[config.mk]
export PLATFORM = sky130hd
export DESIGN_NAME = canny_tile_host
export DESIGN_NICKNAME = d
export VERILOG_FILES = /design/src/rtl/canny_tile_host.sv
export SDC_FILE = /design/constraint.sdc
export NUM_CORES = 1
export LEC_CHECK = 0
export ABC_AREA = 1
export BUFFER_PORTS_ARGS = -buffer_cell sky130_fd_sc_hd__buf_2
export CAP_MARGIN = 20
export CORE_AREA = 2 2 112 92
export DETAILED_ROUTE_END_ITERATION = 7
export DIE_AREA = 0 0 114 94
export GPL_ROUTABILITY_DRIVEN = 1
export PLACE_DENSITY = 0.86
export SYNTH_ARGS = -nofsm -noshare
export SYNTH_HDL_FRONTEND = slang
export SYNTH_SLANG_ARGS = --single-unit
[constraint.sdc]
create_clock -name clk -period 3 [get_ports clk]
set_input_delay 0.3 -clock clk [delete_from_list [all_inputs] [get_ports clk]]
set_output_delay 0.3 -clock clk [all_outputs]
set_load 0.01 [all_outputs]
[src/rtl/canny_tile_host.sv]
// Tile-sequencing initiator for the CannyEdge register port: loads each 8x8 tile,
// issues NUM_OPS operation strobes, reads the result window back to destination memory.
module canny_tile_host #(
  parameter int DATA_WIDTH = 8,
  parameter int ADDR_WIDTH = 16,
  parameter int IMG_W      = 128,
  parameter int IMG_H      = 128,
  parameter int NUM_OPS    = 4,
  parameter int OP_WAIT    = 4
) (
  input  logic                  clk,
  input  logic                  reset,
  input  logic                  start,
  output logic                  busy,
  output logic                  done,
  output logic [ADDR_WIDTH-1:0] src_addr,
  input  logic [DATA_WIDTH-1:0] src_rdata,
  output logic                  dst_we,
  output logic [ADDR_WIDTH-1:0] dst_addr,
  output logic [DATA_WIDTH-1:0] dst_wdata,
  output logic [2:0]            dAddrRegRow,
  output logic [2:0]            dAddrRegCol,
  output logic                  bCE,
  output logic                  bWE,
  output logic [DATA_WIDTH-1:0] InData,
  input  logic [DATA_WIDTH-1:0] OutData,
  output logic [2:0]            OPMode,
  output logic                  bOPEnable,
  output logic [3:0]            dReadReg,
  output logic [3:0]            dWriteReg
);

  localparam int TX_N = IMG_W / 8;
  localparam int TY_N = IMG_H / 8;
  localparam int TXW  = $clog2(TX_N + 1);
  localparam int TYW  = $clog2(TY_N + 1);
  localparam int WW   = $clog2(OP_WAIT + 1);

  typedef enum logic [2:0] {S_IDLE, S_LOAD, S_RUN, S_WAIT, S_READ, S_NEXT, S_DONE} state_t;

  state_t          state_q, state_d;
  logic [6:0]      k_q, k_d;
  logic [3:0]      step_q, step_d;
  logic [WW-1:0]   wcnt_q, wcnt_d;
  logic [TXW-1:0]  tx_q, tx_d;
  logic [TYW-1:0]  ty_q, ty_d;

  logic                  busy_q, busy_d, done_q, done_d;
  logic [ADDR_WIDTH-1:0] src_addr_q, src_addr_d, dst_addr_q, dst_addr_d;
  logic                  dst_we_q, dst_we_d, ld_wr_q, ld_wr_d;
  logic [DATA_WIDTH-1:0] indata_q, dwdata_q;
  logic [2:0]            row_q, row_d, col_q, col_d, opm_q, opm_d;
  logic                  bce_q, bce_d, bwe_q, bwe_d, bop_q, bop_d;
  logic [3:0]            rdr_q, rdr_d, wrr_q, wrr_d;
  logic [5:0]            km1;

  function automatic logic [ADDR_WIDTH-1:0] pix_addr(input logic [TXW-1:0] tx,
                                                     input logic [TYW-1:0] ty,
                                                     input logic [5:0] k);
    logic [31:0] a;
    a = (32'(ty) * 32'd8 + 32'(k[5:3])) * 32'(IMG_W) + 32'(tx) * 32'd8 + 32'(k[2:0]);
    return a[ADDR_WIDTH-1:0];
  endfunction

  always_comb begin
    state_d = state_q;
    k_d     = k_q;
    step_d  = step_q;
    wcnt_d  = wcnt_q;
    tx_d    = tx_q;
    ty_d    = ty_q;
    unique case (state_q)
      S_IDLE: if (start) begin
        state_d = S_LOAD;
        k_d     = 7'd0;
        tx_d    = '0;
        ty_d    = '0;
      end
      S_LOAD: if (k_q == 7'd64) begin
        state_d = S_RUN;
        step_d  = 4'd0;
      end else k_d = k_q + 7'd1;
      S_RUN: begin
        state_d = S_WAIT;
        wcnt_d  = '0;
      end
      S_WAIT: if (wcnt_q == WW'(OP_WAIT - 1)) begin
        if (step_q == 4'(NUM_OPS - 1)) begin
          state_d = S_READ;
          k_d     = 7'd0;
        end else begin
          state_d = S_RUN;
          step_d  = step_q + 4'd1;
        end
      end else wcnt_d = wcnt_q + WW'(1);
      S_READ: if (k_q == 7'd64) state_d = S_NEXT;
              else k_d = k_q + 7'd1;
      S_NEXT: begin
        k_d = 7'd0;
        if (tx_q == TXW'(TX_N - 1)) begin
          tx_d = '0;
          if (ty_q == TYW'(TY_N - 1)) state_d = S_DONE;
          else begin
            ty_d    = ty_q + TYW'(1);
            state_d = S_LOAD;
          end
        end else begin
          tx_d    = tx_q + TXW'(1);
          state_d = S_LOAD;
        end
      end
      S_DONE:  state_d = S_IDLE;
      default: state_d = S_IDLE;
    endcase
  end

  // Outputs are decoded from next-state values so they can be registered and
  // still line up with the cycle they belong to.
  always_comb begin
    km1        = k_d[5:0] - 6'd1;
    busy_d     = (state_d inside {S_LOAD, S_RUN, S_WAIT, S_READ, S_NEXT});
    done_d     = (state_d == S_DONE);
    src_addr_d = src_addr_q;
    dst_addr_d = dst_addr_q;
    dst_we_d   = 1'b0;
    ld_wr_d    = 1'b0;
    row_d      = row_q;
    col_d      = col_q;
    bce_d      = 1'b1;
    bwe_d      = 1'b1;
    bop_d      = 1'b1;
    opm_d      = opm_q;
    rdr_d      = rdr_q;
    wrr_d      = wrr_q;
    unique case (state_d)
      S_LOAD: begin
        if (k_d < 7'd64) src_addr_d = pix_addr(tx_d, ty_d, k_d[5:0]);
        if (k_d != 7'd0) begin
          bce_d   = 1'b0;
          bwe_d   = 1'b0;
          ld_wr_d = 1'b1;
          row_d   = km1[5:3];
          col_d   = km1[2:0];
        end
      end
      S_RUN: begin
        bop_d = 1'b0;
        opm_d = step_d[2:0];
        rdr_d = step_d;
        wrr_d = step_d + 4'd1;
      end
      S_READ: begin
        if (k_d < 7'd64) begin
          bce_d = 1'b0;
          row_d = k_d[5:3];
          col_d = k_d[2:0];
        end
        if (k_d != 7'd0) begin
          dst_we_d   = 1'b1;
          dst_addr_d = pix_addr(tx_d, ty_d, km1);
        end
      end
      default: ;
    endcase
  end

  always_ff @(posedge clk or posedge reset) begin
    if (reset) begin
      state_q    <= S_IDLE;
      k_q        <= '0;
      step_q     <= '0;
      wcnt_q     <= '0;
      tx_q       <= '0;
      ty_q       <= '0;
      busy_q     <= 1'b0;
      done_q     <= 1'b0;
      src_addr_q <= '0;
      dst_addr_q <= '0;
      dst_we_q   <= 1'b0;
      ld_wr_q    <= 1'b0;
      indata_q   <= '0;
      dwdata_q   <= '0;
      row_q      <= '0;
      col_q      <= '0;
      bce_q      <= 1'b1;
      bwe_q      <= 1'b1;
      bop_q      <= 1'b1;
      opm_q      <= '0;
      rdr_q      <= '0;
      wrr_q      <= '0;
    end else begin
      state_q    <= state_d;
      k_q        <= k_d;
      step_q     <= step_d;
      wcnt_q     <= wcnt_d;
      tx_q       <= tx_d;
      ty_q       <= ty_d;
      busy_q     <= busy_d;
      done_q     <= done_d;
      src_addr_q <= src_addr_d;
      dst_addr_q <= dst_addr_d;
      dst_we_q   <= dst_we_d;
      ld_wr_q    <= ld_wr_d;
      indata_q   <= InData;
      dwdata_q   <= dst_wdata;
      row_q      <= row_d;
      col_q      <= col_d;
      bce_q      <= bce_d;
      bwe_q      <= bwe_d;
      bop_q      <= bop_d;
      opm_q      <= opm_d;
      rdr_q      <= rdr_d;
      wrr_q      <= wrr_d;
    end
  end

  // Memory and register read data arrive one cycle late, so the write-data
  // outputs pass them straight through during the write cycle and hold after.
  assign InData      = ld_wr_q  ? src_rdata : indata_q;
  assign dst_wdata   = dst_we_q ? OutData   : dwdata_q;
  assign busy        = busy_q;
  assign done        = done_q;
  assign src_addr    = src_addr_q;
  assign dst_we      = dst_we_q;
  assign dst_addr    = dst_addr_q;
  assign dAddrRegRow = row_q;
  assign dAddrRegCol = col_q;
  assign bCE         = bce_q;
  assign bWE         = bwe_q;
  assign OPMode      = opm_q;
  assign bOPEnable   = bop_q;
  assign dReadReg    = rdr_q;
  assign dWriteReg   = wrr_q;

endmodule

### Yosys cells after proc, flatten, opt, wreduce, memory -nomap -nowiden

Cells that the tools add are included.

| word-level totals | value |
|---|---|
| register bits | 99 |
| latch bits | 0 |
| bits in writable memories | 0 |
| ROM bits | 0 |
| input bits | 19 |
| output and inout bits | 71 |
| logic and storage cells | 107 |
| memories | 0 |

| operators by class | value |
|---|---|
| $add $sub $neg | 13 |
| multipliers | 0 |
| divide/modulo/power cells | 0 |
| magnitude comparators | 1 |
| equality and inequality tests | 19 |
| shift-type cells | 0 |
| multiplexer cells | 42 |
| bitwise logic cells | 0 |
| reduce and logical (&&, ||, !) cells | 10 |

Operators with widths:

| operator | number |
|---|---|
| $mux 3 | 12 |
| $add 16x3->16 | 2 |
| $add 16x8->16 | 2 |
| $mux 7 | 4 |
| $pmux 7 s4 | 1 |
| $mux 5 | 5 |
| $pmux 5 s2 | 2 |
| $add 8x3->9 | 2 |
| $pmux 3 s2 | 3 |
| $pmux 3 s6 | 1 |
| $mux 8 | 2 |
| $eq 3x2->1 const B | 5 |
| $eq 3x3->1 const B | 5 |
| $mux 4 | 3 |
| $add 5x1->5 const B | 2 |
| $eq 5x4->1 const B | 2 |
| $add 4x1->4 const B | 2 |
| $pmux 4 s2 | 1 |
| $add 7x1->7 const B | 1 |
| $eq 7x7->1 const B | 1 |
| $lt 7x7->1 const B | 1 |
| $mux 1 | 7 |
| $reduce_bool 7->1 | 1 |
| $eq 3x1->1 const B | 2 |
| 12 further kinds | 16 |

### Longest topological paths before layout

Gate-level depths: netlist of the first run.

| logic depth | value |
|---|---|
| depth in word-level cells | 8 |
| gate-level depth with buffers | 21 |
| gate-level depth less buffers | 21 |

### Worst setup path before layout of the first run

OpenSTA, ideal clock, no wires.

| timing path | value |
|---|---|
| path kind | reg2reg |
| start point | register wcnt_q[0] |
| end point | register dst_addr_q[13] (netlist: dst_addr[13]) |
| library setup time | 0.117 ns |
| arrival | 2.360 ns |
| data required time | 2.883 ns |
| slack | 0.523 ns |
| stages on the path, launching flop included | 18 |
| buffers on the path | 0 |
| clock period less this slack | 2.477 ns |
| cells stage by stage | dfrtp_1 > ha_1 > ha_1 > nand4_1 > nand2_2 > nand2_2 > inv_1 > nand2_1 > nand2_2 > nand2_1 > xor2_1 > ha_1 > ha_1 > inv_1 > nor2_4 > nand4_1 > nand3_1 > nand2_1 |

| on the way | value |
|---|---|
| elaborated cells between the ends (all ways) | 12 |
| those cells by class | add/sub: 4; eq/ne: 2; mux: 4; reduce/logical: 2 |

RTL lines:

| item | RTL line | text |
|---|---|---|
| from (decl) | 44 | `logic [WW-1:0] wcnt_q, wcnt_d;` |
| from (signal assigned) | 195 | `wcnt_q <= wcnt_d;` |
| $eq 3x2->1 | 87 | `S_WAIT: if (wcnt_q == WW'(OP_WAIT - 1)) begin` |
| $mux 7 | 87 |  |
| $pmux 7 s4 | 72 | `unique case (state_q)` |
| $sub 6x1->6 | 120 | `km1 = k_d[5:0] - 6'd1;` |
| via km1[0] | 55 | `logic [5:0] km1;` |
| $add 16x3->16 | 61 | `a = (32'(ty) * 32'd8 + 32'(k[5:3])) * 32'(IMG_W) + 32'(tx) * 32'd8 + 32'(k[2:0]);` |
| to (signal assigned) | 201 | `dst_addr_q <= dst_addr_d;` |
| to (decl) | 49 | `logic [ADDR_WIDTH-1:0] src_addr_q, src_addr_d, dst_addr_q, dst_addr_d;` |

The timed path passes the listed nets, and every way through them passes these cells.
A chain may end at the register's enable or synchronous reset.

### Worst setup path in the final report of the first run

| timing path | value |
|---|---|
| start point | register wcnt_q[0] |
| end point | register dst_addr_q[13] (netlist: dst_addr[13]) |

| on the way | value |
|---|---|
| word-level cells in the longest chain between the ends | 7 |
| elaborated cells between the ends (all ways) | 12 |
| those cells by class | add/sub: 4; eq/ne: 2; mux: 4; reduce/logical: 2 |

RTL lines:

| item | RTL line | text |
|---|---|---|
| $eq 3x2->1 * | 87 |  |
| $mux 7 * | 87 |  |
| $pmux 7 s4 * | 72 |  |
| via k_d[2] | 42 | `logic [6:0] k_q, k_d;` |
| $sub 6x1->6 | 120 |  |
| $add 8x3->9 | 61 |  |
| $add 16x8->16 | 61 |  |
| $add 16x3->16 | 61 |  |

The timed path passes the listed nets; every way through them passes the cells marked *.

==> results.toml, run 1 <==
[status]
outcome = "finished clean"

[yosys]
syn-num-nets = 555
synth-seq-cells = 96
synthTopCellsByArea = "dfrtp_1 (50%), nand2_1 (12%), inv_1 (4.6%), mux2_2 (3.8%), ha_1 (3.7%)"
synth_area_leader_cell = "dfrtp_1"
syn_area_per_cell_um2 = 8.99
ys_warn_count = 0
netlist_area_mm2 = 0.00469
ys_seq_area_share_pct = 51.3
synth.distinct_cells = 39
synth_top_area_share_pct = 49.6
syn_inst = 522

[finish]
fin_cells = 742
diodes = 0
drive_above_1_share_pct = 29.4
fin_nets = 651
stdcell_area_mm2 = 0.00560
syn_to_final_growth_pct = 19.3

[sta]
maxSlewViolCount = 0
fin_crit_ns = 2.78
worstMarginPinSlew_ns = 0.642
fin_skew_ns = 0.00740
setup_viol = 0
post-route-period-util_pct = 92.6
fmax_mhz = 360
slew_headroom_pct = 57.2
finalHoldViolations = 0

[critical_path]
critPathMaxStageDelay_ns = 0.36
cpMostUsedCell = "nand2_2"
slowest_stage = "dfrtp_1"
worst-path-buf-inv = 1
cpLargestDelayFamily = "simple AND/OR/NAND/NOR gates"
r2r-start = "wcnt_q[0]"
rr_endpoint = "dst_addr[13]"
worst-setup-path-type = "reg -> reg"
cp.required_ns = 3.24
path_max_fanout = 6
crit_path_cell_trace = "ha_1 > ha_4 > nand4_1 > nand2_2 > nand2_2 > nand2_2 > nand2_2 > nor2_4 > nand2_1 > xor2_2 > ha_1 > ha_2 > inv_1 > nor2_4 > nand4_1 > nand3_1 > nand2_1"
worst_ep_arrival_time_ns = 3.01
r2r_setup_slack_ns = 0.22
crit_path_end_kind = "flip-flop"
rr_worst_depth = 17
start_kind = "flip-flop"

[cts]
clk_latency_ns = 0.34
h-tree-depth = 3
cts.sinks = 96
cts_hold_buf = 0
cts_root_buf = "clkbuf_16"
clkTransAtPathRegs_ns = 0.07
cts_buffers = 9
cts_tree = "built"
ctsLongestPathBuffers = 2

[power]
ir_drop_mv = 0.260
p_leak_nw = 2.95
power-per-cell-area_mw_per_mm2 = 427

[detailed_routing]
wl_per_cell_um = 14.7
drt_wl_total_mm = 10.9
drc = 0
drtPass1Iterations = 5
dr_total_vias = 3935
dr.first_iter.drc_count = 307
viasPerCell = 5.30
ant_nets = 0

[placed_design]
portBuffers = 89
gp_congestion = 0.933
placed_cells = 725
placed_area_mm2 = 0.00527
hpwl_mm = 7.84

[floorplan]
dieHeight_um = 94
num_rows = 32
die_area_mm2 = 0.0107
core_mm2 = 0.00953
die_w_um = 114
initial_utilization_pct = 49.2
io_pins = 90

[global_route]
grt_use_total_pct = 20.9
grt_pass1_vias = 3861
grt_pass1_wl_mm = 17.6
grt_max_degree = 53
grt_antenna_before_repair = 0
gr-total-overflow = 0

[min_path]
hp-class = "in -> async"

[flow_run]
cap_viol_max_count = 0
==> layout make-up <==
cell class                      instances  area [um2]
Clock buffer                           10         229
Clock inverter                          6        36.3
Fill cell                             787        3930
Inverter                               66         250
Multi-Input combinational cell        347        2010
Sequential cell                        96        2410
Tap cell                              119         149
Timing Repair Buffer                   98         513
==> cells in the mapped netlist <==
cell	n
nor2_4	4
nor3_4	1
a31oi_1	5
buf_2	4
buf_6	2
nor3_1	1
a21boi_0	1
o31ai_2	2
o211ai_1	5
nand2_2	13
o21ai_4	3
o31ai_1	1
o21bai_1	2
a21oi_2	1
nand3b_1	1
xor2_1	8
nand4_1	14
mux2_2	16
o21ai_1	7
dfstp_2	3
clkbuf_1	3
o21ai_0	19
nor2_2	6
inv_2	7
nand2_4	2
a21oi_1	4
xnor2_1	3
dfrtp_1	93
nand2_1	150
nor2_1	24
or2_2	2
ha_1	14
o2111ai_1	1
clkinv_1	1
buf_4	4
a22o_1	1
nand3_1	32
o22ai_1	4
inv_1	58
==> cell usage in the layout, fill, tap and decap left out, types with 4 or more instances in the layout <==
master | netlist | final
ha_1 | 14 | 11
xor2_1 | 8 | 7
nand2_1 | 150 | 148
a31oi_1 | 5 | 5
clkbuf_16 | 0 | 9
nand2_2 | 13 | 14
inv_1 | 58 | 56
nor2_1 | 24 | 24
clkinv_2 | 0 | 4
dfrtp_1 | 93 | 93
o21ai_0 | 19 | 19
o21ai_1 | 7 | 7
inv_2 | 7 | 8
nand4_1 | 14 | 14
nor2_2 | 6 | 5
o22ai_1 | 4 | 4
mux2_2 | 16 | 16
nor2_4 | 4 | 5
buf_2 | 4 | 89
buf_4 | 4 | 9
nand3_1 | 32 | 30
o211ai_1 | 5 | 5
a21oi_1 | 4 | 4
==> worst max-delay path by stage <==
stage / start / endpoint / depth (start not counted)
after floorplan: reset / OPMode[0] / 1
after global placement: k_q[0] / dst_addr[13] / 17
after detailed placement: k_q[0] / dst_addr[13] / 17
after CTS: wcnt_q[0] / dst_addr[13] / 17
after global routing: wcnt_q[0] / dst_addr[13] / 17
final: wcnt_q[0] / dst_addr[13] / 17
==> metal layers <==
layer	vias up	GRT usage (%)	part of all wire, %
li1	1870	-	-
met1	1880	26.8	42
met2	160	33.6	49
met3	25	5.48	6.6
met4	0	8.94	2.6
met5	-	0	0
==> cells by family (layout without fill, tap and decap cells) <==
group / count (synthesis) / in the layout / share of synthesized area, %
compound gates: 56 / 56 / 7.97
fa+ha+maj: 14 / 14 / 3.73
flops: 96 / 96 / 51.3
xor+xnor: 11 / 11 / 2.05
mux: 16 / 16 / 3.84
simple gates: 250 / 250 / 24.1
buf+inv: 79 / 180 / 7.07
==> where the power goes <==
part	switching, mW	leakage (nW)	total, mW	internal (mW)
combinational	0.0353	1.66	0.0532	0.0179
clock	0.479	0.132	1.04	0.557
sequential	0.00140	1.16	1.30	1.30
==> stage by stage <==
stage | total power [mW] | worst slack, ns | setup TNS (ns) | util [%] | hold slack, ns
final | 2.39 | 0.221 | 0 | 58.7 | 0.0487
after global routing | 2.47 | -0.0282 | -0.0282 | 58.7 | 0.101
after CTS | 2.41 | 0.0429 | 0 | 58.0 | 0.0801
after detailed placement | 1.38 | 0.131 | 0 | 55.3 | 0.442
after global placement | 1.38 | 0.349 | 0 | 55.3 | 0.430
after floorplan | 1.35 | 0.200 | 0 | - | 0.466
==> registers in the layout, summed over array words and instances (netlist names), 4 cells and up <==
name       flops
dst_addr      16
src_addr      16
dwdata_q       8
indata_q       8
k_q            7
tx_q           5
ty_q           5
dWriteReg      4
step_q         4
==> repair_timing <==
item | CTS | global route
gates resized for setup | 0 | 13
endpoints found under the hold margin | 0 | 0
setup endpoints to repair | 0 | 7
setup buffers | 0 | 1
(Power assumes the default switching activity.)
==> inputs of run 2 (changes only) <==
Settings changed: CORE_AREA 2 2 112 92 to 2 2 100 102, DIE_AREA 0 0 114 94 to 0 0 102 104, GPL_TIMING_DRIVEN from default to 0.
==> results.toml, run 2 (synthesis results as in run 1) <==
[detailed_routing]
wl_per_cell_um = 13.5
drt_wl_total_mm = 10.3
drc = 0
viasPerCell = 5.08
dr_total_vias = 3873
dr.first_iter.drc_count = 125
ant_nets = 0
drtPass1Iterations = 4

[floorplan]
dieHeight_um = 104
die_w_um = 102
io_pins = 90
core_mm2 = 0.00955
num_rows = 36
die_area_mm2 = 0.0106
initial_utilization_pct = 49.1

[cts]
h-tree-depth = 3
cts_tree = "built"
clk_latency_ns = 0.37
ctsLongestPathBuffers = 2
cts_buffers = 9
clkTransAtPathRegs_ns = 0.10
cts_root_buf = "clkbuf_8"
cts.sinks = 96

[placed_design]
hpwl_mm = 7.76
portBuffers = 89
pre_cts_ws_ns = 0.0571
gp_congestion = 0.875
placed_area_mm2 = 0.00533

[finish]
fin_nets = 658
drive_above_1_share_pct = 29.4
multi_input_area_mm2 = 0.00200
ff_latch_area_mm2 = 0.00241
n_fill_cell = 869
layout_common_cells = "nand2_1 (148), dfrtp_1 (93), buf_2 (93)"
mostFrequentLayoutCell = "nand2_1"
stdcell_area_mm2 = 0.00560
syn_to_final_growth_pct = 19.3
diodes = 0
post-route-util_pct = 58.6

[global_route]
grt_use_total_pct = 20.2
grt_max_degree = 75
grt_pass1_wl_mm = 17.3
gr-total-overflow = 0
grt_pass1_vias = 3861
grt_antenna_before_repair = 0

[sta]
maxSlewViolCount = 0
slew_headroom_pct = 66.6
timing.hold.ws_ns = 0.174
setup_viol = 0
finalHoldViolations = 0
worst_slack_ns = 0.199
post-route-period-util_pct = 93.4
fin_crit_ns = 2.80
fmax_mhz = 357
fin_skew_ns = 0.0115
worstMarginPinSlew_ns = 0.497

[critical_path]
worst-path-buf-inv = 1
endpoint = "dst_addr[13]"
slowest_stage = "dfrtp_1"
worst_ep_arrival_time_ns = 3.07
rr_endpoint = "dst_addr[13]"
critPathLaunch = "wcnt_q[0]"
start_kind = "flip-flop"
r2r-start = "wcnt_q[0]"
cpMostUsedCell = "nand2_2"
r2r_setup_slack_ns = 0.20
rr_worst_depth = 17
cp.required_ns = 3.27
crit_path_cell_trace = "ha_1 > ha_4 > nand4_1 > nand2_2 > nand2_4 > nand2_2 > nand2_2 > nor2_4 > nand2_1 > xor2_2 > ha_2 > ha_1 > inv_1 > nor2_4 > nand4_1 > nand3_1 > nand2_1"
crit_path_end_kind = "flip-flop"
path_max_fanout = 6
critPathMaxStageDelay_ns = 0.38
cpLargestDelayFamily = "simple AND/OR/NAND/NOR gates"
worst-setup-path-type = "reg -> reg"
cp.depth = 17

[min_path]
min_path_cells = 2
hp-class = "in -> reg"

[power]
power-per-cell-area_mw_per_mm2 = 394
p_leak_nw = 2.95
ir_drop_mv = 0.309
total_power_mw = 2.20

[flow_run]
cap_viol_max_count = 0

[status]
outcome = "finished clean"
==> run 2: changes by cell type in the layout (fill, tap and decap cells not counted), sizes merged <==
cell,change
inv,+1
bufinv,+1
buf,+3
clkbuf,+3
clkinv,-2
dlygate4sd3,+1
==> run 2: layer usage <==
| metal | part of all wire (%) | global-route usage (%) |
|---|---|---|
| met5 | 0 | 0 |
| met2 | 49 | 33.8 |
| met1 | 44 | 25.4 |
| met3 | 5.9 | 5.65 |
| met4 | 1.8 | 5.81 |
==> run 2: final cells by class <==
| class | count | share of cell area, % |
|---|---|---|
| clock inverter | 6 | 1.23 |
| clock buffer | 10 | 2.28 |
| buffer | 13 | 1.50 |
| inverter | 66 | 4.47 |
| timing repair buffer | 92 | 8.76 |
| sequential | 96 | 43.0 |
| tap | 133 | 2.97 |
| multi-input combinational | 347 | 35.8 |
==> run 2: stage by stage <==
| step | instances | setup TNS [ns] |
|---|---|---|
| after floorplan | 522 | 0 |
| after global placement | 744 | -70.80 |
| after detailed placement | 745 | 0 |
| after CTS | 762 | 0 |
| after global routing | 763 | -0.00234 |
| final | 763 | 0 |
==> run 2: worst min-delay path by stage <==
stage | endpoint | from | slack [ns]
2_1_floorplan | wcnt_q[0] | wcnt_q[0] | 0.47
3_3_place_gp | dWriteReg[1] | dWriteReg[1] | 0.45
3_5_place_dp | OPMode[1] | reset | 0.29
4_1_cts | dwdata_q[3] | OutData[3] | 0.16
5_1_grt | dwdata_q[1] | OutData[1] | 0.16
6_report | dwdata_q[3] | OutData[3] | 0.17
==> run 2: report_power, final <==
part           total, mW  switching, mW  internal [mW]
registers           1.30        0.00134           1.30
logic             0.0567         0.0359         0.0208
clock network      0.847          0.457          0.390
==> run 2: what timing repair did <==
item	in CTS	in global routing
hold endpoints to repair	21	0
hold buffers	1	0
setup buffers	0	1
setup endpoints to repair	0	6
gates resized for setup	0	12
==> run 2: worst register-to-register path: cells and delay by family (launching register included) <==
family	cells	cell delay, ns
buffers and inverters	1	0.08
xor gates and xnor gates	1	0.19
DFF	1	0.38
and+or+nand+nor	11	1.28
adders and majority gates	4	0.77
==> inputs of run 3 (changes only) <==
Settings changed: CORE_AREA 2 2 100 102 to 2 2 72 142, DIE_AREA 0 0 102 104 to 0 0 74 144.
==> results.toml, run 3 (synthesis results as in run 1) <==
[critical_path]
worst_ep_arrival_time_ns = 3.03
crit_path_end_kind = "flip-flop"
path_max_fanout = 6
slowest_stage = "dfrtp_1"
r2r_setup_slack_ns = 0.21
critPathMaxStageDelay_ns = 0.37
worst-path-buf-inv = 1
start_kind = "flip-flop"
cpLargestDelayFamily = "simple AND/OR/NAND/NOR gates"
worst-setup-path-type = "reg -> reg"
cp.required_ns = 3.23
cpMostUsedCell = "nand2_2"
crit_path_cell_trace = "ha_2 > ha_4 > nand4_1 > nand2_2 > nand2_2 > nand2_2 > nand2_2 > nor2_4 > nand2_2 > xor2_2 > ha_2 > ha_2 > inv_1 > nor2_4 > nand4_1 > nand3_1 > nand2_1"

[cts]
cts_hold_buf = 0
clk_latency_ns = 0.34
h-tree-depth = 3
cts_buffers = 9
ctsLongestPathBuffers = 2
cts.sinks = 96
cts_tree = "built"
clkTransAtPathRegs_ns = 0.06
cts_root_buf = "clkbuf_16"

[finish]
syn_to_final_growth_pct = 21.9
layout_common_cells = "nand2_1 (147), dfrtp_1 (93), buf_2 (93)"
post-route-util_pct = 59.4
fin_cells = 762
fin_nets = 658
drive_above_1_share_pct = 30.0
diodes = 0
n_fill_cell = 784
mostFrequentLayoutCell = "nand2_1"
stdcell_area_mm2 = 0.00572

[placed_design]
placed_area_mm2 = 0.00533
hpwl_mm = 8.31
placed_cells = 744
gp_congestion = 0.926
portBuffers = 89

[floorplan]
num_rows = 51
dieHeight_um = 144
core_mm2 = 0.00964
initial_utilization_pct = 48.7
die_w_um = 74
io_pins = 90
die_area_mm2 = 0.0107

[power]
ir_drop_mv = 0.381
pwr-share-seq_pct = 50.7
clockPowerShare_pct = 47.1
p_comb_share_pct = 2.1
p_leak_nw = 3.01
power-per-cell-area_mw_per_mm2 = 448
swShare_pct = 19.3
p_sw_mw = 0.495
p_int_mw = 2.07
total_power_mw = 2.57

[global_route]
grt_pass1_vias = 3926
grt_antenna_before_repair = 0
grt_pass1_wl_mm = 17.6
grt_use_total_pct = 21.5
grt_max_degree = 56
gr-total-overflow = 0

[detailed_routing]
drt_wl_total_mm = 11.1
drtPass1Iterations = 4
dr.first_iter.drc_count = 248
drc = 0
dr_total_vias = 3923
viasPerCell = 5.15
ant_nets = 0
wl_per_cell_um = 14.6

[sta]
post-route-period-util_pct = 93.1
slew_headroom_pct = 49.7
fin_crit_ns = 2.79
fmax_mhz = 358
maxSlewViolCount = 0
worstMarginPinSlew_ns = 0.748
finalHoldViolations = 0
timing.hold.ws_ns = 0.00209
fin_skew_ns = 0.00594
setup_viol = 0

[status]
outcome = "finished clean"

[min_path]
hp-class = "in -> async"

[flow_run]
cap_viol_max_count = 0
## run 3: cell count changes in the layout (fill, tap and decap cells not counted), sizes merged
cell | before | now
buf | 101 | 102
clkinvlp | 1 | 0
clkbuf | 13 | 15
clkinv | 4 | 3
bufinv | 1 | 2
inv | 66 | 65
dlygate4sd3 | 1 | 0
## run 3: what timing repair did
item                                   CTS  global route
resized for setup                        2            13
setup buffers                            0             2
pin swaps                                0             2
endpoints found under the hold margin    0             0
setup endpoints to repair                3             7
## run 3: worst paths after layout
check / to / depth (start not counted) / startpoint
max: dst_addr[13] / 17 / wcnt_q[0]
min: indata_q[0] / 2 / reset
max reg2reg: dst_addr[13] / 17 / wcnt_q[0]
min reg2reg: dAddrRegCol[1] / 2 / dAddrRegCol[1]
max in group asynchronous: bOPEnable / 3 / reset
min in group clk: dwdata_q[5] / 2 / OutData[5]
## run 3: metal layers
metal | GRT usage (%) | vias to the layer above | routed length, um
met3 | 3.55 | 32 | 359
met1 | 22.3 | 1907 | 4100
met4 | 11.8 | 0 | 470
li1 | - | 1881 | -
met5 | 0 | - | 0
met2 | 39.5 | 103 | 6180
## run 3: power groups by stage
| stage | Clock, mW | Combinational, mW | Sequential, mW |
|---|---|---|---|
| after floorplan | 0 | 0.0286 | 1.32 |
| after global placement | 0 | 0.0494 | 1.33 |
| after detailed placement | 0 | 0.0578 | 1.33 |
| after CTS | 1.23 | 0.0577 | 1.30 |
| after global routing | 1.29 | 0.0637 | 1.30 |
| final | 1.21 | 0.0551 | 1.30 |
## run 3: layout make-up
cell class | count | area [um2] | area share, %
Timing Repair Buffer | 92 | 488 | 8.53
Tap cell | 132 | 165 | 2.89
Buffer | 13 | 83.8 | 1.47
Clock buffer | 12 | 246 | 4.31
Sequential cell | 96 | 2410 | 42.1
Clock inverter | 4 | 70.1 | 1.22
Inverter | 66 | 250 | 4.37
Multi-Input combinational cell | 347 | 2010 | 35.2
## run 3: stage by stage
stage / worst slack (ns) / setup TNS, ns
floorplan: 0.200 / 0
global placement: -0.641 / -59.26
detailed placement: 0.0492 / 0
CTS: 0.0196 / 0
global route: -0.0000278 / -0.0000278
finish: 0.208 / 0
